File: src/rtl/control_in_capture_fifo.sv
// control_in_capture_fifo: captures the LC3 controller-input bundle into a FIFO with overflow drop counting
module control_in_capture_fifo #(
  parameter int INSTR_W = 16,
  parameter int FLAG_W  = 3,
  parameter int DEPTH   = 8,
  parameter int MODE    = 0,
  parameter int CNT_W   = 8,
  localparam int W      = 2 + 3 * INSTR_W + 2 * FLAG_W,
  localparam int AW     = $clog2(DEPTH)
) (
  input  logic               clock,
  input  logic               reset,
  input  logic               sample_en,
  input  logic               flush,
  input  logic               complete_data,
  input  logic               complete_instr,
  input  logic [INSTR_W-1:0] IR,
  input  logic [FLAG_W-1:0]  NZP,
  input  logic [FLAG_W-1:0]  psr,
  input  logic [INSTR_W-1:0] IR_Exec,
  input  logic [INSTR_W-1:0] IMem_dout,
  output logic               out_valid,
  input  logic               out_ready,
  output logic [W-1:0]       out_data,
  output logic [AW:0]        count,
  output logic               full,
  output logic [CNT_W-1:0]   drop_count
);
  logic [W-1:0]  mem [DEPTH];
  logic [W-1:0]  pk, last;
  logic          last_vld, cap, pop, push, drop;
  logic [AW-1:0] wr_ptr, rd_ptr;

  assign pk        = {complete_data, complete_instr, IR, NZP, psr, IR_Exec, IMem_dout};
  assign cap       = sample_en & ((MODE == 0) | !last_vld | (pk != last));
  assign out_valid = count != '0;
  assign full      = count == (AW+1)'(DEPTH);
  assign pop       = out_valid & out_ready;
  assign push      = cap & (!full | pop);
  assign drop      = cap & full & !pop;
  assign out_data  = out_valid ? mem[rd_ptr] : '0;

  // pointers, occupancy, change-detect history and saturating drop counter; flush wins over push/pop
  always_ff @(posedge clock or posedge reset) begin
    if (reset) begin
      wr_ptr     <= '0;
      rd_ptr     <= '0;
      count      <= '0;
      drop_count <= '0;
      last       <= '0;
      last_vld   <= 1'b0;
    end else if (flush) begin
      wr_ptr   <= '0;
      rd_ptr   <= '0;
      count    <= '0;
      last_vld <= 1'b0;
    end else begin
      if (push) wr_ptr <= wr_ptr + 1'b1;
      if (pop) rd_ptr <= rd_ptr + 1'b1;
      count <= count + (AW+1)'(push) - (AW+1)'(pop);
      if (drop && drop_count != '1) drop_count <= drop_count + 1'b1;
      if (cap) begin
        last     <= pk;
        last_vld <= 1'b1;
      end
    end
  end

  // storage is unreset; stale entries are masked by out_valid
  always_ff @(posedge clock) begin
    if (push && !flush) mem[wr_ptr] <= pk;
  end
endmodule

File: config.mk
export PLATFORM = sky130hd
export DESIGN_NAME = control_in_capture_fifo
export DESIGN_NICKNAME = d
export VERILOG_FILES = /design/src/rtl/control_in_capture_fifo.sv
export SDC_FILE = /design/constraint.sdc
export NUM_CORES = 1
export LEC_CHECK = 0
export CORE_MARGIN = 2
export CORE_UTILIZATION = 30
export CTS_CLUSTER_SIZE = 24
export DETAILED_ROUTE_END_ITERATION = 10
export PLACE_DENSITY = 0.44
export SYNTH_ARGS = -nofsm -noshare
export SYNTH_HDL_FRONTEND = slang
export SYNTH_SLANG_ARGS = --single-unit
File: constraint.sdc
create_clock -name clock -period 9.51 [get_ports clock]
set_input_delay 2.853 -clock clock [delete_from_list [all_inputs] [get_ports clock]]
set_output_delay 2.853 -clock clock [all_outputs]
set_load 0.01 [all_outputs]
### Yosys cells after proc, flatten, opt, wreduce, memory -nomap -nowiden

Memory sizes are Yosys's and may differ from the RTL's.
Index checks and enable logic that the tools add are counted.
Widths: inputs -> output; s select.

* bitwise operators: 6
* add/sub/neg operators: 5
* equal/unequal tests: 2
* muxes and demuxes: 8
* reduce and logical (&&, ||, !) cells: 9

Operator list (number)
* $mux 56: 1
* $mux 3: 4
* $add 8x1->8 const B: 1
* $ne 8x8->1 const B: 1
* $add 3x1->3 const B: 2
* $add 4x1->4: 1
* $and 1x1->1: 4
* $eq 4x4->1 const B: 1
* $mux 4: 1
* $reduce_bool 2->1: 2
* $reduce_bool 4->1: 1
* $sub 4x1->4: 1
* $logic_not 1->1: 3
* $logic_and 1x1->1: 2
* $mux 1: 2
* $reduce_and 2->1: 1
* $not 1->1: 1
* $or 1x1->1: 1

* bits in registers: 18
* output and inout bits: 70
* memories kept: 1
* bits of input ports: 61
* bits in writable memories: 448

Memories
* mem: words 8, width 56, rd ports 1, clocked after Yosys merged registers in 0, wr ports 1, line 29 `logic [W-1:0] mem [DEPTH];`

### Longest topological paths before layout

Gate-level depths: netlist (run 1).

* depth after elaboration: 7
* gate-level depth with buffers: 12

### Worst setup path after synthesis (run 1)

Ideal clock, no wire load.

* path kind: input-to-reg
* from: input port out_ready
* to: memory mem[0][0] in the netlist's numbering, enable pin
* data arrival time: 8.747 ns
* buffers on the path: 0
* path slack: 0.154 ns
* stages: 4
* cells stage by stage: nand2b_1 > a21boi_1 > nand2b_1 > nor4_1

* word-level cells in the longest chain between the ends: 6

RTL lines
* start, declared: line 23 `input logic out_ready,`
* $and 1x1->1: line 38 `assign pop = out_valid & out_ready;`
* $or 1x1->1: line 39 `assign push = cap & (!full | pop);`
* $and 1x1->1: line 39
* $logic_and 1x1->1: line 71 `if (push && !flush) mem[wr_ptr] <= pk;`
* $mux 1: line 71
* $mux 1 (implied by the code): line 71
* end, declared: line 29

Every way passes these cells.

### Final worst setup path (run 1)

* from: register rd_ptr[0]
* to: output port out_data[28]

* word-level cells in the longest chain between the ends: 2

RTL lines
* start, declared: line 32 `logic [AW-1:0] wr_ptr, rd_ptr;`
* start signal, assigned: line 59 `if (pop) rd_ptr <= rd_ptr + 1'b1;`
* $mem_v2 8x56
* $mux 56: line 41 `assign out_data = out_valid ? mem[rd_ptr] : '0;`
* end, declared: line 24 `output logic [W-1:0] out_data,`

Every way passes these cells.

==> out/metrics.csv, run 1 <==
metric,value,unit
initial antenna violation count,4,
Pleak,6.709,nW
Fin Setup TNS,0,ns
Finish-stage setup viols,0,
DRT iter0 DRCs,551,
number of global-route vias before repair,9146,
"Seq/Total Area, Yosys",0.7718,
CTS hold repair buffers,0,
DIE AREA,62020,sq um
post-route ant nets,0,
post-synth cell types,35,
Final nets,1049,
total of max-cap violations,0,
DRC errors left,0,
Post-Syn Area per Cell,22.02,sq um
# diodes,0,
final wirelength,40.90,mm
Slew @ Worst Pin,0.8442,ns
PwrDens,264.7,nW/um^2
syn nets,888,
Hold Crit Start,drop_count[3],
Sw Ratio,0.2697,
dpl hpwl,21.37,mm
main area contributors after synthesis,"edfxtp_1 75%, mux4_2 14%, mux2i_1 3.1%",
global-route wire length before repair,61.53,mm
status,"complete, no violations",
GRT overflow,0,
min Tclk post-route,6.489,ns
Seq pwr share,0.418,
Wirelength per Cell,22.85,um
Switching Power,1.561,mW
Die W,249.0,um
mean number of vias per cell,4.665,
crit path kind,reg -> out,
die height,249.0,um
Worst EP required,6.66,ns
RSZ-0062 raised after global routing,no,
"Area growth, synth to finish",21.36,%
Worst Setup Start Kind,register,
"Cell Area, Synth",18010,sq um
Post-Route Skew,0.01517,ns
clock latency on the worst-skew pair,0.58,ns
Ys Warns,0,
worst hold path type,reg -> reg,
Peak VDD IR,0.1439,mV
# fillers,5495,
Hold WS,0.5438,ns
"FF+latch count, synth",466,
max_slew headroom,0.4372,
Synth Instances,818,
CP arrival,3.64,ns
Global Route Usage Sum,0.1343,
largest net degree at the start of global routing,82,
CTS resizes,0,
total CTS buffers,51,
Final Max Slew Viols,0,
"most common cell after layout, fill and taps aside",edfxtp_1,
"commonest non-fill, non-tap cells in the layout","448 x edfxtp_1, 130 x clkdlybuf4s50_1, 112 x mux4_2",
core outline area,59240,sq um
TritonRoute pass-1 iters,4,
Worst Setup End Kind,primary output,
Rows,89,
Final Hold Viols,0,
number of I/O port buffers,130,
Placer Congestion,0.6616,
Initial Utilization,0.3041,
Combinational Power Share,0.254,
clock sinks,466,
CP Max Fanout,81,
vias,8351,
Root Driver,clkbuf_16,
internal power,4.227,mW
clock power share,0.328,
"CTS clk-pin slew, worst paths",0.06,ns
Yosys top cell area share,0.7468,
clock tree buffer depth,3,
Clock H-tree levels,2,
CTS tree,built,
"area leader, netlist",edfxtp_1,
launching point of the worst reg2reg path,count[2],
share of the clock period used by the worst path,0.6823,
FMAX,154.1,MHz
register area,13910,sq um
multi-input logic area,3914,sq um
I/O Pins,131,
postcts setup bufs,0,
CP startpoint,rd_ptr[0],
layout cells sized above 1,0.2104,
==> power by group through the flow <==
| stage | clock, mW | sequential, mW | combinational (mW) |
|---|---|---|---|
| 2_1_floorplan | 0 | 2.41 | 0.919 |
| 3_3_place_gp | 0 | 2.47 | 1.53 |
| 3_5_place_dp | 0 | 2.47 | 1.53 |
| 4_1_cts | 1.97 | 2.42 | 1.53 |
| 5_1_grt | 2.04 | 2.43 | 1.61 |
| 6_report | 1.90 | 2.42 | 1.47 |
==> stage by stage <==
stage / power [mW] / util / setup WS, ns / cells / instance area [sq um]
after floorplan: 3.324 / - / 0.1543 / 818 / 18010
after global placement: 3.998 / 0.3421 / 3.406 / 1699 / 20270
after detailed placement: 3.992 / 0.3421 / 3.426 / 1699 / 20270
after CTS: 5.923 / 0.3690 / 2.793 / 1790 / 21860
after global routing: 6.082 / 0.3690 / 2.652 / 1790 / 21860
final: 5.788 / 0.3690 / 3.021 / 1790 / 21860
==> final timing paths <==
check / cells past startpoint / endpoint / slack [ns]
worst min-delay path: 1 / drop_count[3] / 0.54
min in group asynchronous: 2 / drop_count[3] / 2.71
worst max-delay path: 5 / out_data[28] / 3.02
worst min register to register: 1 / drop_count[3] / 0.54
max in group asynchronous: 2 / rd_ptr[1] / 6.24
worst max register to register: 12 / count[2] / 6.13
==> worst max-delay path, stage by stage (launching register included) <==
cell and delay, ns:
dfrtp_4 0.91, buf_12 0.63, mux4_2 0.58, mux2i_1 0.27, nor2_1 0.07, clkdlybuf4s50_1 0.51
==> state kept, by name (all words and copies together) (netlist names) <==
register    flops
wr_ptr          3
drop_count      8
rd_ptr          3
mem           448
count           4
==> synthesized netlist by cell type <==
master    number
nand3b_1       1
fa_1           1
mux2_1         3
nand2_1       12
dfrtp_1       18
inv_1          5
mux2_2         1
xor2_1         5
buf_1          1
nor2b_1        2
nand4b_2       1
nor3b_1        2
nor4_1         2
nor3_1         6
mux4_2       112
and3_1         1
a21o_1         1
clkbuf_1      14
a21oi_1        5
a21bo_2        1
nand2b_1       4
mux2i_1       56
buf_6          8
or2_2          1
buf_2         17
a21boi_1       1
a31o_2         1
ha_1           8
nor2_1        68
inv_2          1
edfxtp_1     448
nand4_1        1
xnor2_1        3
nand3_1        6
nor3b_2        1
==> kinds of logic (layout without fill, tap and decap cells) <==
kind of cell,count (synthesis),count (layout),synth area share
AO/OA/AOI/OAI,9,9,0.003265
AND/OR/NAND/NOR,108,108,0.02660
XOR/XNOR,8,8,0.003890
multiplexers,172,172,0.1736
flip-flops,466,466,0.7718
buffers and inverters,46,245,0.01410
adder cells (fa/ha/maj),9,9,0.006668
==> metal layers <==
layer | part of all wire | routed length, um | GRT usage
met5 | 0.0012 | 51 | 0
met4 | 0.019 | 785 | 0.03890
met2 | 0.49 | 20180 | 0.2255
met1 | 0.44 | 18160 | 0.1771
met3 | 0.042 | 1731 | 0.02665
==> cell type report <==
| cell class | instances | share of cell area |
|---|---|---|
| Clock inverter | 23 | 0.009673 |
| Tap cell | 773 | 0.04424 |
| Inverter | 6 | 0.001030 |
| Multi-Input combinational cell | 306 | 0.1790 |
| Clock buffer | 68 | 0.06324 |
| Sequential cell | 466 | 0.6365 |
| Timing Repair Buffer | 148 | 0.06628 |
(Power assumes the default switching activity.)
==> inputs of run 2 (changes only) <==
Settings changed: PLACE_DENSITY 0.44 to 0.46.
Clock period 9.51 ns to 5.9 ns, I/O delays scaled along.
==> out/metrics.csv, run 2 (same netlist as run 1, synthesis figures left out) <==
metric,value,unit
Pleak,6.732,nW
Post-Route Skew,0.01850,ns
CP arrival,3.17,ns
die height,249.0,um
Reg with most FFs,mem,
Finish-stage setup viols,0,
Slew @ Worst Pin,0.8949,ns
Initial Utilization,0.3041,
Switching Power,2.531,mW
Clock H-tree levels,2,
GRT overflow,0,
Seq pwr share,0.416,
global-route wire length before repair,59.97,mm
# fillers,5526,
final wirelength,39.74,mm
Hold Crit Start,drop_count[0],
PwrDens,423.2,nW/um^2
clock tree buffer depth,3,
CTS tree,built,
Final Hold Viols,0,
Final nets,1051,
DIE AREA,62020,sq um
share of the clock period used by the worst path,0.8368,
number of I/O port buffers,130,
Worst Setup Start Kind,register,
Rows,89,
postcts setup bufs,0,
"most common cell after layout, fill and taps aside",edfxtp_1,
clock latency on the worst-skew pair,0.58,ns
total power,9.310,mW
Global Route Usage Sum,0.1295,
vias,8410,
post-layout instance area,22000,sq um
Die W,249.0,um
multi-input logic area,3944,sq um
TritonRoute pass-1 iters,4,
Placed Area,20460,sq um
Sw Ratio,0.2719,
Final Max Slew Viols,0,
WHS Endpoint,drop_count[0],
I/O Pins,131,
Worst Hold Depth,1,
crit path kind,reg -> out,
CTS resizes,0,
register area,13910,sq um
internal power,6.779,mW
Worst EP required,4.13,ns
clock sinks,466,
Combinational Power Share,0.263,
layout cells sized above 1,0.2120,
worst r2r dst,count[2],
max_slew headroom,0.4034,
"CTS clk-pin slew, worst paths",0.06,ns
worst hold path type,reg -> reg,
CTS hold repair buffers,0,
min Tclk post-route,4.937,ns
status,"complete, no violations",
Root Driver,clkbuf_16,
Wirelength per Cell,22.16,um
total CTS buffers,50,
Regs by FF count,"mem: 448 flops, drop_count: 8 flops, count: 4 flops",
"commonest non-fill, non-tap cells in the layout","448 x edfxtp_1, 130 x clkdlybuf4s50_1, 112 x mux4_2",
"Area growth, synth to finish",22.13,%
total of max-cap violations,0,
core outline area,59240,sq um
Largest register FFs,448,
number of global-route vias before repair,9136,
initial antenna violation count,3,
Placer Congestion,0.6647,
mean number of vias per cell,4.690,
largest net degree at the start of global routing,58,
dpl hpwl,21.32,mm
r2r setup slk,2.93,ns
RSZ-0062 raised after global routing,no,
DRC errors left,0,
FMAX,202.5,MHz
CP Max Fanout,24,
DRT iter0 DRCs,456,
worst-case reg-to-reg path depth,12,
post-route ant nets,0,
Peak VDD IR,0.2387,mV
clock power share,0.321,
launching point of the worst reg2reg path,count[2],
Worst Setup End Kind,primary output,
==> run 2: changes by cell type in the layout (fill, tap and decap cells not counted), sizes merged <==
cell and delta:
clkbuf -1, diode +1, buf +3, clkinv -2, inv +2
==> run 2: worst max-delay path: stages (launching register included) <==
cell	delay [ns]
dfrtp_4	0.77
buf_4	0.40
mux4_2	0.55
mux2i_1	0.17
nor2_1	0.11
clkdlybuf4s50_1	0.55
==> run 2: through the flow <==
step                hold slack [ns]  cells    util  TNS, ns  setup WS [ns]
floorplan                    0.5336    818       -   -1.462       -0.02611
global placement             0.5451   1702  0.3453        0          1.296
detailed placement           0.5433   1702  0.3453        0          1.300
CTS                          0.5537   1792  0.3713        0         0.8258
global route                 0.5724   1792  0.3713        0         0.7175
finish                       0.5528   1793  0.3714        0         0.9627
==> run 2: area by class of cell <==
| type | count | area share |
|---|---|---|
| inverter | 6 | 0.001024 |
| tap | 773 | 0.04396 |
| timing repair buffer | 151 | 0.07314 |
| clock buffer | 67 | 0.05977 |
| clock inverter | 23 | 0.01024 |
| multi-input combinational | 306 | 0.1793 |
| antenna | 1 | 0.0001137 |
| sequential | 466 | 0.6325 |
==> run 2: worst max-delay path by stage <==
stage | from | to | slack [ns] | cells past startpoint
2_1_floorplan | out_ready | mem[0][0] | -0.03 | 4
3_3_place_gp | out_ready | mem[4][36] | 1.30 | 6
3_5_place_dp | out_ready | mem[4][36] | 1.30 | 6
4_1_cts | rd_ptr[0] | out_data[51] | 0.83 | 5
5_1_grt | rd_ptr[0] | out_data[13] | 0.72 | 5
6_report | rd_ptr[0] | out_data[39] | 0.96 | 5
==> run 2: power by group through the flow <==
stage | combinational [mW] | clock [mW] | sequential [mW]
after CTS | 2.55 | 3.08 | 3.88
after global routing | 2.68 | 3.20 | 3.90
after floorplan | 1.48 | 0 | 3.87
after global placement | 2.54 | 0 | 3.95
final | 2.45 | 2.98 | 3.88
after detailed placement | 2.54 | 0 | 3.95
==> run 2: per-layer routing <==
layer,GRT usage,share of wire,wire length [um],up-vias
met5,0,0.00068,27,-
met4,0.04045,0.021,845,4
met3,0.02403,0.036,1427,63
met2,0.2122,0.49,19290,141
met1,0.1753,0.46,18140,4501
li1,-,-,-,3701
==> inputs of run 3 (changes only) <==
Settings changed: PLACE_DENSITY 0.46 to 0.44.
Clock period 5.9 ns to 5.1 ns, I/O delays scaled along.
==> out/metrics.csv, run 3 (same netlist as run 1, synthesis figures left out) <==
metric,value,unit
Clock H-tree levels,2,
Peak VDD IR,0.2938,mV
"commonest non-fill, non-tap cells in the layout","448 x edfxtp_1, 130 x clkdlybuf4s50_1, 112 x mux4_2",
Die W,249.0,um
RSZ-0062 raised after global routing,no,
"CTS clk-pin slew, worst paths",0.06,ns
Regs by FF count,"mem: 448 flops, drop_count: 8 flops, count: 4 flops",
Root Driver,clkbuf_16,
Worst Setup Start Kind,register,
Non-Filler Instances,1805,
CP arrival,3.00,ns
Reg with most FFs,mem,
global-route wire length before repair,60.42,mm
TritonRoute pass-1 iters,4,
Final Max Slew Viols,0,
"most common cell after layout, fill and taps aside",edfxtp_1,
mean number of vias per cell,4.630,
clock sinks,466,
dpl hpwl,22.54,mm
Worst EP required,3.57,ns
Combinational Power Share,0.266,
total of max-cap violations,0,
clock latency on the worst-skew pair,0.58,ns
initial antenna violation count,5,
number of I/O port buffers,130,
share of the clock period used by the worst path,0.8883,
DIE AREA,62020,sq um
core outline area,59240,sq um
I/O Pins,131,
Initial Utilization,0.3041,
Rows,89,
DRC errors left,0,
FMAX,220.7,MHz
Top delay family on crit path,buffers and inverters,
Global Route Usage Sum,0.1302,
die height,249.0,um
crit path kind,reg -> out,
worst hold path type,reg -> reg,
layout cells sized above 1,0.2260,
Post-Route Skew,0.02131,ns
Placed Area,20570,sq um
min Tclk post-route,4.530,ns
final wirelength,39.82,mm
Largest register FFs,448,
PwrDens,487.2,nW/um^2
internal power,7.840,mW
total CTS buffers,50,
Slew @ Worst Pin,0.7340,ns
CTS tree,built,
Finish-stage setup viols,0,
postcts setup bufs,0,
Final nets,1060,
CP max stage cell,dfrtp_4,
post-layout instance area,22130,sq um
largest net degree at the start of global routing,58,
crit-path cells,"buf_4, mux4_2, mux2i_1, nor2_1, clkdlybuf4s50_1",
vias,8357,
Sw Ratio,0.2727,
Wirelength per Cell,22.06,um
Pleak,6.803,nW
CP bufs+invs,2,
max_slew headroom,0.5102,
post-route ant nets,0,
Slowest Stage Delay on Critical Path,0.70,ns
clock tree buffer depth,3,
Placer Congestion,0.7013,
GRT overflow,0,
Seq pwr share,0.415,
"Area growth, synth to finish",22.83,%
clock power share,0.319,
# fillers,5471,
number of global-route vias before repair,9253,
Switching Power,2.940,mW
CTS hold repair buffers,0,
placed insts,1711,
CP Max Fanout,17,
Final Hold Viols,0,
DRT iter0 DRCs,545,
CTS resizes,0,
Worst Setup End Kind,primary output,
total power,10.78,mW
status,"complete, no violations",
-- run 3: worst paths after layout --
| path | start | endpoint | slack, ns | cells after the start |
|---|---|---|---|---|
| setup / recovery | rd_ptr[0] | out_data[12] | 0.57 | 5 |
| hold / removal | drop_count[0] | drop_count[0] | 0.56 | 1 |
| setup reg to reg | count[2] | mem[5][55] | 2.24 | 7 |
| hold reg to reg | drop_count[0] | drop_count[0] | 0.56 | 1 |
| max in group asynchronous | reset | rd_ptr[2] | 3.17 | 2 |
| min in group asynchronous | reset | count[2] | 1.38 | 2 |
-- run 3: routing by layer --
metal	up-vias	track usage	share of wire
met3	61	0.02382	0.033
met1	4438	0.1694	0.44
met2	134	0.2221	0.51
li1	3716	-	-
met4	8	0.03976	0.020
met5	-	0	0.0013
-- run 3: per-stage QoR --
stage               hold slack [ns]  TNS (ns)  utilization  setup WS [ns]
floorplan                    0.5336    -31.35            -        -0.5598
global placement             0.5330         0       0.3473         0.8879
detailed placement           0.5474         0       0.3473         0.8491
CTS                          0.5561         0       0.3734         0.4631
global route                 0.5751         0       0.3734         0.3706
finish                       0.5552         0       0.3735         0.5698
-- run 3: power groups by stage --
stage	clock network [mW]	registers [mW]	logic, mW
global placement	0	4.56	2.97
finish	3.44	4.48	2.86
detailed placement	0	4.57	2.97
floorplan	0	4.48	1.72
CTS	3.57	4.49	2.98
global route	3.70	4.50	3.13
-- run 3: worst register-to-register path: stages (launching register included) --
cell	delay, ns
dfrtp_1	0.34
inv_1	0.08
ha_1	0.22
nand2b_1	0.19
a21boi_1	0.43
nand2_1	0.34
nor3_4	0.69
buf_12	0.25
-- run 3: cell type report --
cell class | count | area (sq um) | share of cell area
sequential | 466 | 13910 | 0.6289
clock inverter | 36 | 250.2 | 0.01131
inverter | 6 | 22.52 | 0.001018
timing repair buffer | 160 | 1727 | 0.07804
tap | 773 | 967.2 | 0.04371
multi-input combinational | 306 | 3944 | 0.1782
antenna | 1 | 2.502 | 0.0001131
clock buffer | 57 | 1299 | 0.05870
